--- src/rtl/instruction_fetch_stage.sv ---
// Fetch stage: program counter, combinational instruction-memory address and IF/ID register.
// Redirects that arrive while the pipeline is stalled are held until the stall releases.
module instruction_fetch_stage #(
    parameter int          ADDR_WIDTH = 10,
    parameter logic [31:0] RESET_PC   = 32'h0000_0000
) (
    input  logic                  system_clock,
    input  logic                  system_reset_n,
    output logic [ADDR_WIDTH-1:0] imem_address,
    input  logic [31:0]           imem_data,
    input  logic                  stall,
    input  logic                  flush,
    input  logic                  redirect_valid,
    input  logic [31:0]           redirect_pc,
    output logic [31:0]           pc,
    output logic                  if_id_valid,
    output logic [31:0]           if_id_instruction,
    output logic [31:0]           if_id_pc,
    output logic [31:0]           if_id_pc_plus4
);

    logic        pending_valid;
    logic [31:0] pending_pc;
    logic [31:0] aligned_redirect_pc;
    logic [31:0] target_pc;
    logic [31:0] pc_plus4;
    logic        take;

    assign aligned_redirect_pc = {redirect_pc[31:2], 2'b00};
    // A fresh redirect always wins over one parked during a stall.
    assign take      = redirect_valid | pending_valid;
    assign target_pc = redirect_valid ? aligned_redirect_pc : pending_pc;
    assign pc_plus4  = pc + 32'd4;

    assign imem_address = pc[ADDR_WIDTH+1:2];

    always_ff @(posedge system_clock or negedge system_reset_n) begin
        if (!system_reset_n) begin
            pc                <= RESET_PC;
            pending_valid     <= 1'b0;
            pending_pc        <= 32'h0;
            if_id_valid       <= 1'b0;
            if_id_instruction <= 32'h0;
            if_id_pc          <= 32'h0;
            if_id_pc_plus4    <= 32'h0;
        end else if (stall) begin
            // Under stall a flush only kills the instruction; its pc fields stay put.
            if (flush) begin
                if_id_valid       <= 1'b0;
                if_id_instruction <= 32'h0;
            end
            if (redirect_valid) begin
                pending_valid <= 1'b1;
                pending_pc    <= aligned_redirect_pc;
            end
        end else if (take) begin
            pc                <= target_pc;
            pending_valid     <= 1'b0;
            if_id_valid       <= 1'b0;
            if_id_instruction <= 32'h0;
            if_id_pc          <= 32'h0;
            if_id_pc_plus4    <= 32'h0;
        end else begin
            pc <= pc_plus4;
            if (flush) begin
                if_id_valid       <= 1'b0;
                if_id_instruction <= 32'h0;
                if_id_pc          <= 32'h0;
                if_id_pc_plus4    <= 32'h0;
            end else begin
                if_id_valid       <= 1'b1;
                if_id_instruction <= imem_data;
                if_id_pc          <= pc;
                if_id_pc_plus4    <= pc_plus4;
            end
        end
    end

endmodule

--- config.mk ---
export PLATFORM = sky130hd
export DESIGN_NAME = instruction_fetch_stage
export DESIGN_NICKNAME = d
export VERILOG_FILES = /design/src/rtl/instruction_fetch_stage.sv
export SDC_FILE = /design/constraint.sdc
export NUM_CORES = 1
export LEC_CHECK = 0
export ABC_CLOCK_PERIOD_IN_PS = 2200
export CORE_MARGIN = 5
export CORE_UTILIZATION = 28
export DETAILED_ROUTE_END_ITERATION = 10
export GPL_TIMING_DRIVEN = 0
export SLEW_MARGIN = 20
export SYNTH_ARGS = -nofsm -noshare
export SYNTH_HDL_FRONTEND = slang
export SYNTH_SLANG_ARGS = --single-unit
--- constraint.sdc ---
create_clock -name system_clock -period 2.2 [get_ports system_clock]
set_clock_uncertainty 0.05 [all_clocks]
set_input_delay 0.44 -clock system_clock [delete_from_list [all_inputs] [get_ports system_clock]]
set_output_delay 0.44 -clock system_clock [all_outputs]
set_load 0.01 [all_outputs]
==> results.py, run 1 <==
metrics = {
    "outcome": {
        "run_status": "finished clean",
    },
    "yosys": {
        "flop_and_latch_count_out_of_synthesis": 160,
        "synth-edff-count": 0,
        "synth.cell_area_mm2": 0.00738,
        "average_cell_area_after_synthesis_um2": 10.6,
        "synthSimpleGateAreaFrac": 0.127,
        "synth_adder_area_share": 0.00169,
        "postSynthCellCount": 695,
        "synth_largest_type_area_fraction": 0.542,
        "most_used_dff_post_synth": "sky130_fd_sc_hd__dfrtp_1",
        "netlist.top_cell.by_area": "sky130_fd_sc_hd__dfrtp_1",
        "async_flop_share": 1.00,
        "synth_cell_type_count": 57,
        "synth.mux.area_fraction": 0.0512,
        "synth.yosys.warnings": 0,
        "yosys-top-cells-area": "sky130_fd_sc_hd__dfrtp_1 (54%), sky130_fd_sc_hd__a22o_1 (6.8%), sky130_fd_sc_hd__mux2_2 (4.6%)",
        "yosys-top-cells-count": "sky130_fd_sc_hd__dfrtp_1 (160), sky130_fd_sc_hd__nand2_1 (65), sky130_fd_sc_hd__a22o_1 (57), sky130_fd_sc_hd__clkbuf_1 (52), sky130_fd_sc_hd__o21ai_1 (38)",
        "xor_xnor_portion_of_the_synthesized_cell_area": 0.0320,
        "syn_nets": 765,
        "synth_compound_area_frac": 0.191,
        "synth_most_common_cell": "sky130_fd_sc_hd__dfrtp_1",
        "ys_seq_area_frac": 0.542,
        "dominant_combinational_cell_family_by_area_after_synthesis": "compound AO/OA/AOI/OAI gates",
    },
    "run": {
        "cap_viol_max_count": 0,
    },
    "die": {
        "core_region_area_mm2": 0.0260,
        "row_count": 59,
        "initial_utilization": 0.284,
        "floorplan.die.width_um": 172,
        "chipHeight_um": 172,
        "boundaryPins": 208,
        "dieArea_mm2": 0.0297,
    },
    "global_routing": {
        "grt_first_pass_wirelength_mm": 39.3,
        "global_route.overflow_total": 0,
        "grt_pass1_vias": 6539,
        "grt_max_degree": 60,
        "grtUsageTotal": 0.174,
        "grt_antenna_before_repair": 2,
    },
    "worst_setup_path": {
        "required_ns": 2.47,
        "setup.worst_path.class": "register to register",
        "critical_path_arrival_ns": 2.42,
        "setup.worst_path.start_class": "register",
        "rr_worst_depth": 8,
        "critical_path.reg2reg.startpoint": "pc[9]",
        "rr_endpoint": "pc[17]",
        "timing.critical_path.fanout_max": 9,
        "crit_path_end_kind": "register",
        "timing.reg2reg.setup_slack_ns": 0.05,
    },
    "timing": {
        "grt_setup_unrepaired": "true",
        "max_slew_margin": 0.476,
        "worst_slew_pin_slew_ns": 0.786,
        "drv_slew": 0,
        "hold_viol_final": 0,
        "finalCriticalPeriod_ns": 2.15,
        "setup-violations-final": 0,
        "max_freq_ghz": 0.466,
        "fin_crit_sh": 0.975,
    },
    "layout": {
        "antennaDiodeCount": 0,
        "seqCellArea_mm2": 0.00401,
        "final_net_count": 988,
        "fill_cells": 2575,
        "synthToLayoutAreaGrowth_pct": 44.6,
        "multi_input_area_mm2": 0.00308,
        "stdcell_area_mm2": 0.0107,
        "post_route_cells_drive_above_1_share": 0.135,
    },
    "drt": {
        "first_iter_violations": 449,
        "m1WireLength_mm": 11.1,
        "total_met3_wirelength_after_detailed_routing_mm": 1.58,
        "dr.pass1.iters": 5,
        "post-route-drc-count": 0,
        "top_layer": "met5",
        "wl_met2_mm": 12.7,
        "avgViaCountPerCell": 5.01,
        "route.detailed.wl_per_inst_um": 20.7,
        "antenna_violating_nets_post_route": 0,
        "vias": 6332,
        "drt_wl_total_mm": 26.2,
    },
    "power": {
        "p_per_area_mw_per_mm2": 773,
        "power.clock.fraction": 0.388,
        "peakVddDrop_mv": 0.552,
        "total_power_uw": 8260,
        "p_leak_uw": 0.00442,
        "cellInternalPower_uw": 5960,
        "part_of_the_power_in_combinational_logic": 0.196,
        "power_spent_charging_and_discharging_nets_uw": 2300,
        "p_sw_frac": 0.278,
        "seq_power_share": 0.416,
    },
    "clock_tree": {
        "insertion_delay_ns": 0.43,
        "cts.sink_count": 160,
        "cts_max_path_buffers": 2,
        "tritoncts": "built",
        "cts.reportedPaths.clkPinSlew_ns": 0.07,
        "cts.root.buffer_cell": "sky130_fd_sc_hd__clkbuf_16",
        "total_number_of_h_tree_levels": 4,
        "cts_buffers": 17,
    },
    "min_path": {
        "holdCritPathClass": "register to register",
        "hold_path_start": "if_id_pc_plus4[21]",
        "whs_path_depth": 2,
        "worst_hold_path.endpoint": "if_id_pc_plus4[21]",
    },
    "place": {
        "routabilityCongestion": 0.887,
        "place.port_buffers": 203,
        "place.detailed.hpwl_mm": 19.2,
        "placed_area_mm2": 0.00990,
    },
}
[registers in the layout (all words and copies together) (netlist names)]
name	cells
if_id_pc	32
pc	32
pending_pc	32
if_id_valid	1
if_id_pc_plus4	30
pending_valid	1
if_id_instruction	32
[routing by layer]
layer,track usage,vias to the layer above
met5,0,-
met4,0.0643,4
met3,0.0455,47
met2,0.275,191
met1,0.230,3146
li1,-,2944
[cell families (layout without fill, tap and decap cells)]
group                      after synthesis  count (layout)
xor gates and xnor gates                27              27
DFF                                    160             160
AOI/OAI and AO/OA                      206             206
adders and majority gates                1               1
buffers and inverters                   90             325
muxes                                   34              34
and+or+nand+nor                        177             177
[timing repair]
item	in CTS	in global routing
setup endpoints to repair	105	30
hold endpoints to repair	50	0
buffers inserted	0	5
gates resized for setup	23	15
hold buffers	1	0
gates cloned	1	0
pin swaps	2	2
[area by class of cell]
class / instances / share of cell area
plain buffers: 69 / 0.0323
clock buffers: 19 / 0.0415
clock inverters: 12 / 0.0173
inverters: 13 / 0.00457
multi-input cells: 445 / 0.289
flip-flops and latches: 160 / 0.376
well taps: 335 / 0.0392
repair buffers: 212 / 0.201
[cells in the final DEF, fill, tap and decap left out, types with 5 or more instances in the layout]
| cell type | netlist | routed |
|---|---|---|
| sky130_fd_sc_hd__dfrtp_1 | 160 | 153 |
| sky130_fd_sc_hd__o22a_1 | 8 | 8 |
| sky130_fd_sc_hd__a221oi_1 | 5 | 5 |
| sky130_fd_sc_hd__buf_2 | 6 | 5 |
| sky130_fd_sc_hd__nand2_1 | 65 | 65 |
| sky130_fd_sc_hd__a31oi_1 | 7 | 7 |
| sky130_fd_sc_hd__clkbuf_1 | 52 | 40 |
| sky130_fd_sc_hd__inv_1 | 13 | 13 |
| sky130_fd_sc_hd__o31a_1 | 5 | 5 |
| sky130_fd_sc_hd__nand3_1 | 17 | 17 |
| sky130_fd_sc_hd__clkbuf_2 | 0 | 5 |
| sky130_fd_sc_hd__and3_1 | 19 | 17 |
| sky130_fd_sc_hd__or3_1 | 7 | 6 |
| sky130_fd_sc_hd__xnor2_1 | 22 | 22 |
| sky130_fd_sc_hd__clkdlybuf4s50_1 | 0 | 202 |
| sky130_fd_sc_hd__mux2_2 | 30 | 30 |
| sky130_fd_sc_hd__a21oi_1 | 33 | 33 |
| sky130_fd_sc_hd__o21ai_1 | 38 | 38 |
| sky130_fd_sc_hd__xor2_1 | 5 | 5 |
| sky130_fd_sc_hd__nor2_1 | 27 | 26 |
| sky130_fd_sc_hd__nor3_1 | 8 | 6 |
| sky130_fd_sc_hd__a22o_1 | 57 | 57 |
| sky130_fd_sc_hd__clkbuf_16 | 0 | 17 |
| sky130_fd_sc_hd__o21ai_0 | 24 | 24 |
| sky130_fd_sc_hd__nand4_1 | 6 | 6 |
| sky130_fd_sc_hd__dfrtp_2 | 0 | 7 |
| sky130_fd_sc_hd__buf_4 | 14 | 21 |
[power groups by stage]
| stage | Clock [µW] | Sequential (µW) | Combinational, µW |
|---|---|---|---|
| global placement | 0 | 3460 | 1560 |
| floorplan | 0 | 3490 | 685 |
| CTS | 3250 | 3420 | 1620 |
| global route | 3380 | 3480 | 1750 |
| finish | 3200 | 3440 | 1620 |
| detailed placement | 0 | 3470 | 1590 |
[worst max path at each step]
stage,start,to,slack [ns],cells past startpoint
after detailed placement,flush,if_id_pc[10],-0.67,5
after global routing,pc[15],pc[29],-0.04,6
final,pc[9],pc[17],0.05,8
after floorplan,pc[9],pc[27],0.16,8
after global placement,system_reset_n,if_id_pc[11],-6.28,1
after CTS,pc[9],pc[29],0.003,7
[critical path, cell delays in order, from the launching register on]
cell and delay, ns:
sky130_fd_sc_hd__dfrtp_1 0.38, sky130_fd_sc_hd__buf_4 0.17, sky130_fd_sc_hd__and3_1 0.18, sky130_fd_sc_hd__buf_4 0.15
sky130_fd_sc_hd__nand4_4 0.13, sky130_fd_sc_hd__buf_2 0.26, sky130_fd_sc_hd__nor2_4 0.12, sky130_fd_sc_hd__a311o_1 0.36
sky130_fd_sc_hd__a221oi_1 0.23
[per-stage QoR]
step / setup WS, ns / std cells / util / setup TNS, ns / hold WS (ns)
after CTS: 0.00339 / 1262 / 0.408 / 0 / 0.440
after detailed placement: -0.665 / 1235 / 0.381 / -41.19 / 0.337
final: 0.0549 / 1265 / 0.411 / 0 / 0.438
after global routing: -0.0417 / 1265 / 0.411 / -0.0417 / 0.451
after floorplan: 0.165 / 695 / - / 0 / 0.0944
after global placement: -6.28 / 1233 / 0.379 / -1039.37 / 0.415
No activity file was read; power rests on OpenSTA's default activity.
==> run 2: changes to the inputs <==
TNS_END_PERCENT = 30   (was default)
==> run 2 against run 1 <==
Die area is the same; critical endpoint unchanged; count of clock-buffer cells in the layout stayed put; non-clock buffer count is 2 higher; fmax about the same; combinational power is essentially flat; hold slack barely moved; worst setup slack hardly changed; via count grew 1.2%; first-iteration DRC count up 0.22%; register-to-register slack is essentially flat; sequential power is essentially flat.
==> results.py, run 2 (synthesized netlist as in run 1, its figures left out) <==
metrics = {
    "timing": {
        "grt_setup_unrepaired": "true",
        "hold_viol_final": 0,
        "max_freq_ghz": 0.466,
        "worst_slew_pin_slew_ns": 0.782,
        "finalCriticalPeriod_ns": 2.15,
        "fin_crit_sh": 0.975,
        "fin_tns_setup_ns": 0,
        "max_slew_margin": 0.478,
        "worst_hold_slack_ns": 0.438,
        "setup-violations-final": 0,
        "drv_slew": 0,
    },
    "worst_setup_path": {
        "timing.critical_path.fanout_max": 9,
        "rr_endpoint": "pc[17]",
        "timing.reg2reg.setup_slack_ns": 0.05,
        "crit_path_end_kind": "register",
        "critical_path_arrival_ns": 2.41,
        "rr_worst_depth": 8,
        "setup.worst_path.class": "register to register",
        "required_ns": 2.47,
        "critical_path.reg2reg.startpoint": "pc[9]",
        "setup.worst_path.start_class": "register",
    },
    "clock_tree": {
        "cts_max_path_buffers": 2,
        "cts.sink_count": 160,
        "tritoncts": "built",
        "cts_buffers": 17,
        "cts.reportedPaths.clkPinSlew_ns": 0.07,
        "cts.root.buffer_cell": "sky130_fd_sc_hd__clkbuf_16",
        "insertion_delay_ns": 0.43,
        "total_number_of_h_tree_levels": 4,
    },
    "global_routing": {
        "grt_antenna_before_repair": 2,
        "grt_max_degree": 60,
        "grt_first_pass_wirelength_mm": 39.3,
        "grt_pass1_vias": 6540,
        "grtUsageTotal": 0.174,
        "global_route.overflow_total": 0,
    },
    "power": {
        "p_sw_frac": 0.277,
        "power.clock.fraction": 0.387,
        "cellInternalPower_uw": 5960,
        "p_per_area_mw_per_mm2": 771,
        "power_spent_charging_and_discharging_nets_uw": 2290,
        "p_leak_uw": 0.00443,
        "peakVddDrop_mv": 0.547,
        "total_power_uw": 8250,
        "part_of_the_power_in_combinational_logic": 0.197,
        "seq_power_share": 0.417,
    },
    "die": {
        "dieArea_mm2": 0.0297,
        "chipHeight_um": 172,
        "row_count": 59,
        "core_region_area_mm2": 0.0260,
        "initial_utilization": 0.284,
        "floorplan.die.width_um": 172,
        "boundaryPins": 208,
    },
    "drt": {
        "drt_wl_total_mm": 26.2,
        "route.detailed.wl_per_inst_um": 20.7,
        "first_iter_violations": 450,
        "vias": 6406,
        "avgViaCountPerCell": 5.06,
        "antenna_violating_nets_post_route": 0,
        "post-route-drc-count": 0,
        "dr.pass1.iters": 5,
    },
    "layout": {
        "fill_cells": 2574,
        "final_net_count": 990,
        "final_standard_cell_utilization_of_the_core": 0.411,
        "synthToLayoutAreaGrowth_pct": 44.8,
        "final_cell_mix": "sky130_fd_sc_hd__clkdlybuf4s50_1 (202), sky130_fd_sc_hd__dfrtp_1 (153), sky130_fd_sc_hd__nand2_1 (65)",
        "most_common_cell_after_layout_fill_and_taps_aside": "sky130_fd_sc_hd__clkdlybuf4s50_1",
        "antennaDiodeCount": 0,
        "post_route_cells_drive_above_1_share": 0.136,
    },
    "min_path": {
        "holdCritPathClass": "register to register",
        "worst_hold_path.endpoint": "if_id_pc_plus4[21]",
        "hold_path_start": "if_id_pc_plus4[21]",
        "whs_path_depth": 2,
    },
    "place": {
        "place.detailed.hpwl_mm": 19.2,
        "routabilityCongestion": 0.887,
        "place.port_buffers": 203,
    },
    "run": {
        "cap_viol_max_count": 0,
    },
    "outcome": {
        "run_status": "finished clean",
    },
}
[run 2: cell types whose count changed in the layout (fill, tap and decap cells not counted), sizes merged]
cell    previous run  this run
buf               34        35
clkbuf            63        64
[run 2: area by class of cell]
type                    count  area, µm²  area share
flip-flops and latches    160       4010       0.375
multi-input cells         445       3080       0.288
repair buffers            213       2150       0.201
clock buffers              19        443      0.0414
well taps                 335        419      0.0392
plain buffers              70        350      0.0328
clock inverters            12        185      0.0173
inverters                  13       48.8     0.00456
[run 2: stage by stage]
step,instances,setup slack [ns],area [µm²]
after floorplan,695,0.165,7380
after CTS,1263,-0.0136,10600
after detailed placement,1235,-0.665,9900
final,1267,0.0547,10700
after global placement,1233,-6.28,9840
after global routing,1267,-0.0417,10700
[run 2: worst max path at each step]
| stage | from | end | slack, ns | cells past startpoint |
|---|---|---|---|---|
| after global routing | pc[15] | pc[29] | -0.04 | 6 |
| after global placement | system_reset_n | if_id_pc[11] | -6.28 | 1 |
| final | pc[9] | pc[17] | 0.05 | 8 |
| after CTS | pc[9] | pc[27] | -0.01 | 8 |
| after floorplan | pc[9] | pc[27] | 0.16 | 8 |
| after detailed placement | flush | if_id_pc[10] | -0.67 | 5 |
[run 2: layer usage]
metal | vias to the layer above | track usage | share of wire
li1 | 2951 | - | -
met1 | 3186 | 0.230 | 0.43
met2 | 217 | 0.274 | 0.48
met3 | 48 | 0.0457 | 0.059
met4 | 4 | 0.0660 | 0.031
met5 | - | 0 | 0.0013
[run 2: timing repair]
| item | 4_1_cts | 5_1_grt |
|---|---|---|
| hold buffers | 1 | 0 |
| gates cloned | 1 | 0 |
| endpoints found under the hold margin | 50 | 0 |
| endpoints found under the setup margin | 105 | 30 |
| buffers inserted | 0 | 6 |
| resized for setup | 24 | 14 |
| pin swaps | 1 | 3 |
[run 2: worst max-delay path: stages (launching register included)]
cell and delay (ns):
sky130_fd_sc_hd__dfrtp_1 0.38, sky130_fd_sc_hd__buf_4 0.17, sky130_fd_sc_hd__and3_1 0.18, sky130_fd_sc_hd__buf_4 0.15, sky130_fd_sc_hd__nand4_4 0.13, sky130_fd_sc_hd__buf_2 0.26, sky130_fd_sc_hd__nor2_4 0.12, sky130_fd_sc_hd__a311o_1 0.36
sky130_fd_sc_hd__a221oi_1 0.23
[run 2: power by group through the flow]
| stage | combinational [µW] | sequential (µW) | clock [µW] |
|---|---|---|---|
| 6_report | 1620 | 3440 | 3190 |
| 5_1_grt | 1750 | 3480 | 3380 |
| 4_1_cts | 1620 | 3420 | 3250 |
| 3_5_place_dp | 1590 | 3470 | 0 |
| 3_3_place_gp | 1560 | 3460 | 0 |
| 2_1_floorplan | 685 | 3490 | 0 |
==> run 3: changes to the inputs <==
--- a/config.mk
+++ b/config.mk
@@ -11,4 +11,5 @@
 export DETAILED_ROUTE_END_ITERATION = 10
 export GPL_TIMING_DRIVEN = 0
+export RECOVER_POWER = 50
 export SLEW_MARGIN = 20
 export SYNTH_ARGS = -nofsm -noshare
--- a/constraint.sdc
+++ b/constraint.sdc
@@ -3,3 +3,3 @@
 set_input_delay 0.44 -clock system_clock [delete_from_list [all_inputs] [get_ports system_clock]]
 set_output_delay 0.44 -clock system_clock [all_outputs]
-set_load 0.01 [all_outputs]
+set_load 0.1 [all_outputs]
==> run 3 against run 2 <==
Sequential cell count unchanged; worst setup slack worse by 0.016 ns; die area unchanged; non-clock buffer count up 4; combinational power up 81%; register-to-register slack better by 0.04 ns; count of clock-buffer cells in the layout up 1; core utilization about the same; fmax down 0.76%; critical path type is now register to output port.
==> results.py, run 3 (synthesized netlist as in run 1, its figures left out) <==
metrics = {
    "worst_setup_path": {
        "crit_path_end_kind": "output port",
        "required_ns": 1.71,
        "critical_path.startpoint": "if_id_pc[0]",
        "setup.worst_path.start_class": "register",
        "critical_path.cell_chain": "clkdlybuf4s15_1",
        "crit_path_top_delay_cell": "sky130_fd_sc_hd__clkdlybuf4s15_1",
        "critical_path_arrival_ns": 1.67,
        "timing.critical_path.fanout_max": 3,
        "critical_path.reg2reg.startpoint": "pending_valid",
        "cp_num_buf_inv": 1,
        "cpLargestDelayFamily": "buffers and inverters",
        "timing.critical_path.slowest_cell_delay_ns": 0.85,
        "setup.worst_path.class": "register to output port",
    },
    "drt": {
        "post-route-drc-count": 0,
        "vias": 6305,
        "first_iter_violations": 555,
        "antenna_violating_nets_post_route": 0,
        "route.detailed.wl_per_inst_um": 20.5,
        "avgViaCountPerCell": 4.95,
        "drt_wl_total_mm": 26.1,
        "dr.pass1.iters": 5,
    },
    "clock_tree": {
        "cts_buffers": 17,
        "cts_max_path_buffers": 2,
        "cts.reportedPaths.clkPinSlew_ns": 0.06,
        "insertion_delay_ns": 0.43,
        "total_number_of_h_tree_levels": 4,
        "tritoncts": "built",
        "cts.root.buffer_cell": "sky130_fd_sc_hd__clkbuf_16",
        "cts.sink_count": 160,
    },
    "place": {
        "place.detailed.hpwl_mm": 19.0,
        "routabilityCongestion": 0.862,
        "placed_area_mm2": 0.0100,
        "place.port_buffers": 203,
    },
    "power": {
        "p_per_area_mw_per_mm2": 899,
        "total_power_uw": 9620,
        "p_leak_uw": 0.00483,
        "peakVddDrop_mv": 0.528,
    },
    "die": {
        "dieArea_mm2": 0.0297,
        "floorplan.die.width_um": 172,
        "boundaryPins": 208,
        "row_count": 59,
        "chipHeight_um": 172,
        "initial_utilization": 0.284,
        "core_region_area_mm2": 0.0260,
    },
    "global_routing": {
        "global_route.usage.met1": 0.231,
        "global_route.overflow_total": 0,
        "grt_first_pass_wirelength_mm": 39.2,
        "grtUsageTotal": 0.174,
        "grt_max_degree": 92,
        "grt_pass1_vias": 6376,
        "use_met3": 0.0434,
        "grt_antenna_before_repair": 6,
        "use_met2": 0.278,
        "gr_peak_layer": "met2",
    },
    "timing": {
        "max_freq_ghz": 0.463,
        "worst_slew_pin_slew_ns": 1.01,
        "drv_slew": 0,
        "finalCriticalPeriod_ns": 2.16,
        "fin_crit_sh": 0.983,
        "hold_viol_final": 0,
        "setup-violations-final": 0,
        "worst_hold_slack_ns": 0.430,
        "grt_setup_unrepaired": "true",
        "max_slew_margin": 0.327,
    },
    "layout": {
        "final_net_count": 994,
        "post_route_cells_drive_above_1_share": 0.207,
        "final_cell_mix": "sky130_fd_sc_hd__dfrtp_1 (133), sky130_fd_sc_hd__dlygate4sd2_1 (80), sky130_fd_sc_hd__nand2_1 (65)",
        "synthToLayoutAreaGrowth_pct": 45.0,
        "most_common_cell_after_layout_fill_and_taps_aside": "sky130_fd_sc_hd__dfrtp_1",
        "stdcell_area_mm2": 0.0107,
    },
    "run": {
        "cap_viol_max_count": 0,
    },
    "min_path": {
        "holdCritPathClass": "register to register",
        "hold_path_start": "if_id_pc_plus4[23]",
    },
    "outcome": {
        "run_status": "finished clean",
    },
}
-- run 3: changes by cell type in the layout (fill, tap and decap cells not counted), sizes merged --
| cell | before | now |
|---|---|---|
| inv | 14 | 15 |
| clkinvlp | 4 | 3 |
| buf | 35 | 28 |
| dlygate4sd2 | 0 | 80 |
| clkdlybuf4s50 | 202 | 63 |
| clkbuf | 64 | 82 |
| clkdlybuf4s15 | 0 | 53 |
| diode | 0 | 2 |
-- run 3: cell type report --
cell class / count / area, µm²
Antenna cell: 2 / 5.00
Tap cell: 335 / 419
Clock buffer: 20 / 457
Sequential cell: 160 / 4080
Timing Repair Buffer: 210 / 2010
Clock inverter: 12 / 183
Buffer: 77 / 422
Fill cell: 2576 / 15300
Multi-Input combinational cell: 445 / 3080
Inverter: 13 / 48.8
-- run 3: per-layer routing --
layer	vias to the layer above	share of wire
met5	-	0.0020
met4	8	0.024
met2	189	0.49
met1	3110	0.43
met3	41	0.054
li1	2957	-
-- run 3: what timing repair did --
action,4_1_cts,5_1_grt
pin swaps,0,1
resized for setup,224,46
endpoints found under the hold margin,69,0
gates cloned,0,0
hold buffers,1,0
setup endpoints to repair,238,73
setup buffers,0,5
-- run 3: stage by stage --
step | cells | utilization | TNS [ns] | worst slack [ns]
global route | 1274 | 0.412 | -0.00218 | -0.00218
finish | 1274 | 0.412 | 0 | 0.0384
CTS | 1267 | 0.409 | -0.0835 | -0.0265
detailed placement | 1234 | 0.386 | -35.11 | -0.596
global placement | 1233 | 0.385 | -1074.12 | -7.54
floorplan | 695 | - | -0.00883 | -0.00883
-- run 3: report_power, final --
group	switching, µW	internal, µW
Combinational	2190	737
Sequential	225	3230
Clock	1270	1970
Total	3680	5940
-- run 3: final timing paths --
kind                       slack (ns)                     to  cells after the start
setup / recovery                 0.04            if_id_pc[0]                      1
hold / removal                   0.43     if_id_pc_plus4[23]                      2
setup reg to reg                 0.09                 pc[15]                      7
hold reg to reg                  0.43     if_id_pc_plus4[23]                      2
max in group asynchronous        0.35                 pc[15]                      3
min in group asynchronous        0.68  if_id_instruction[18]                      2
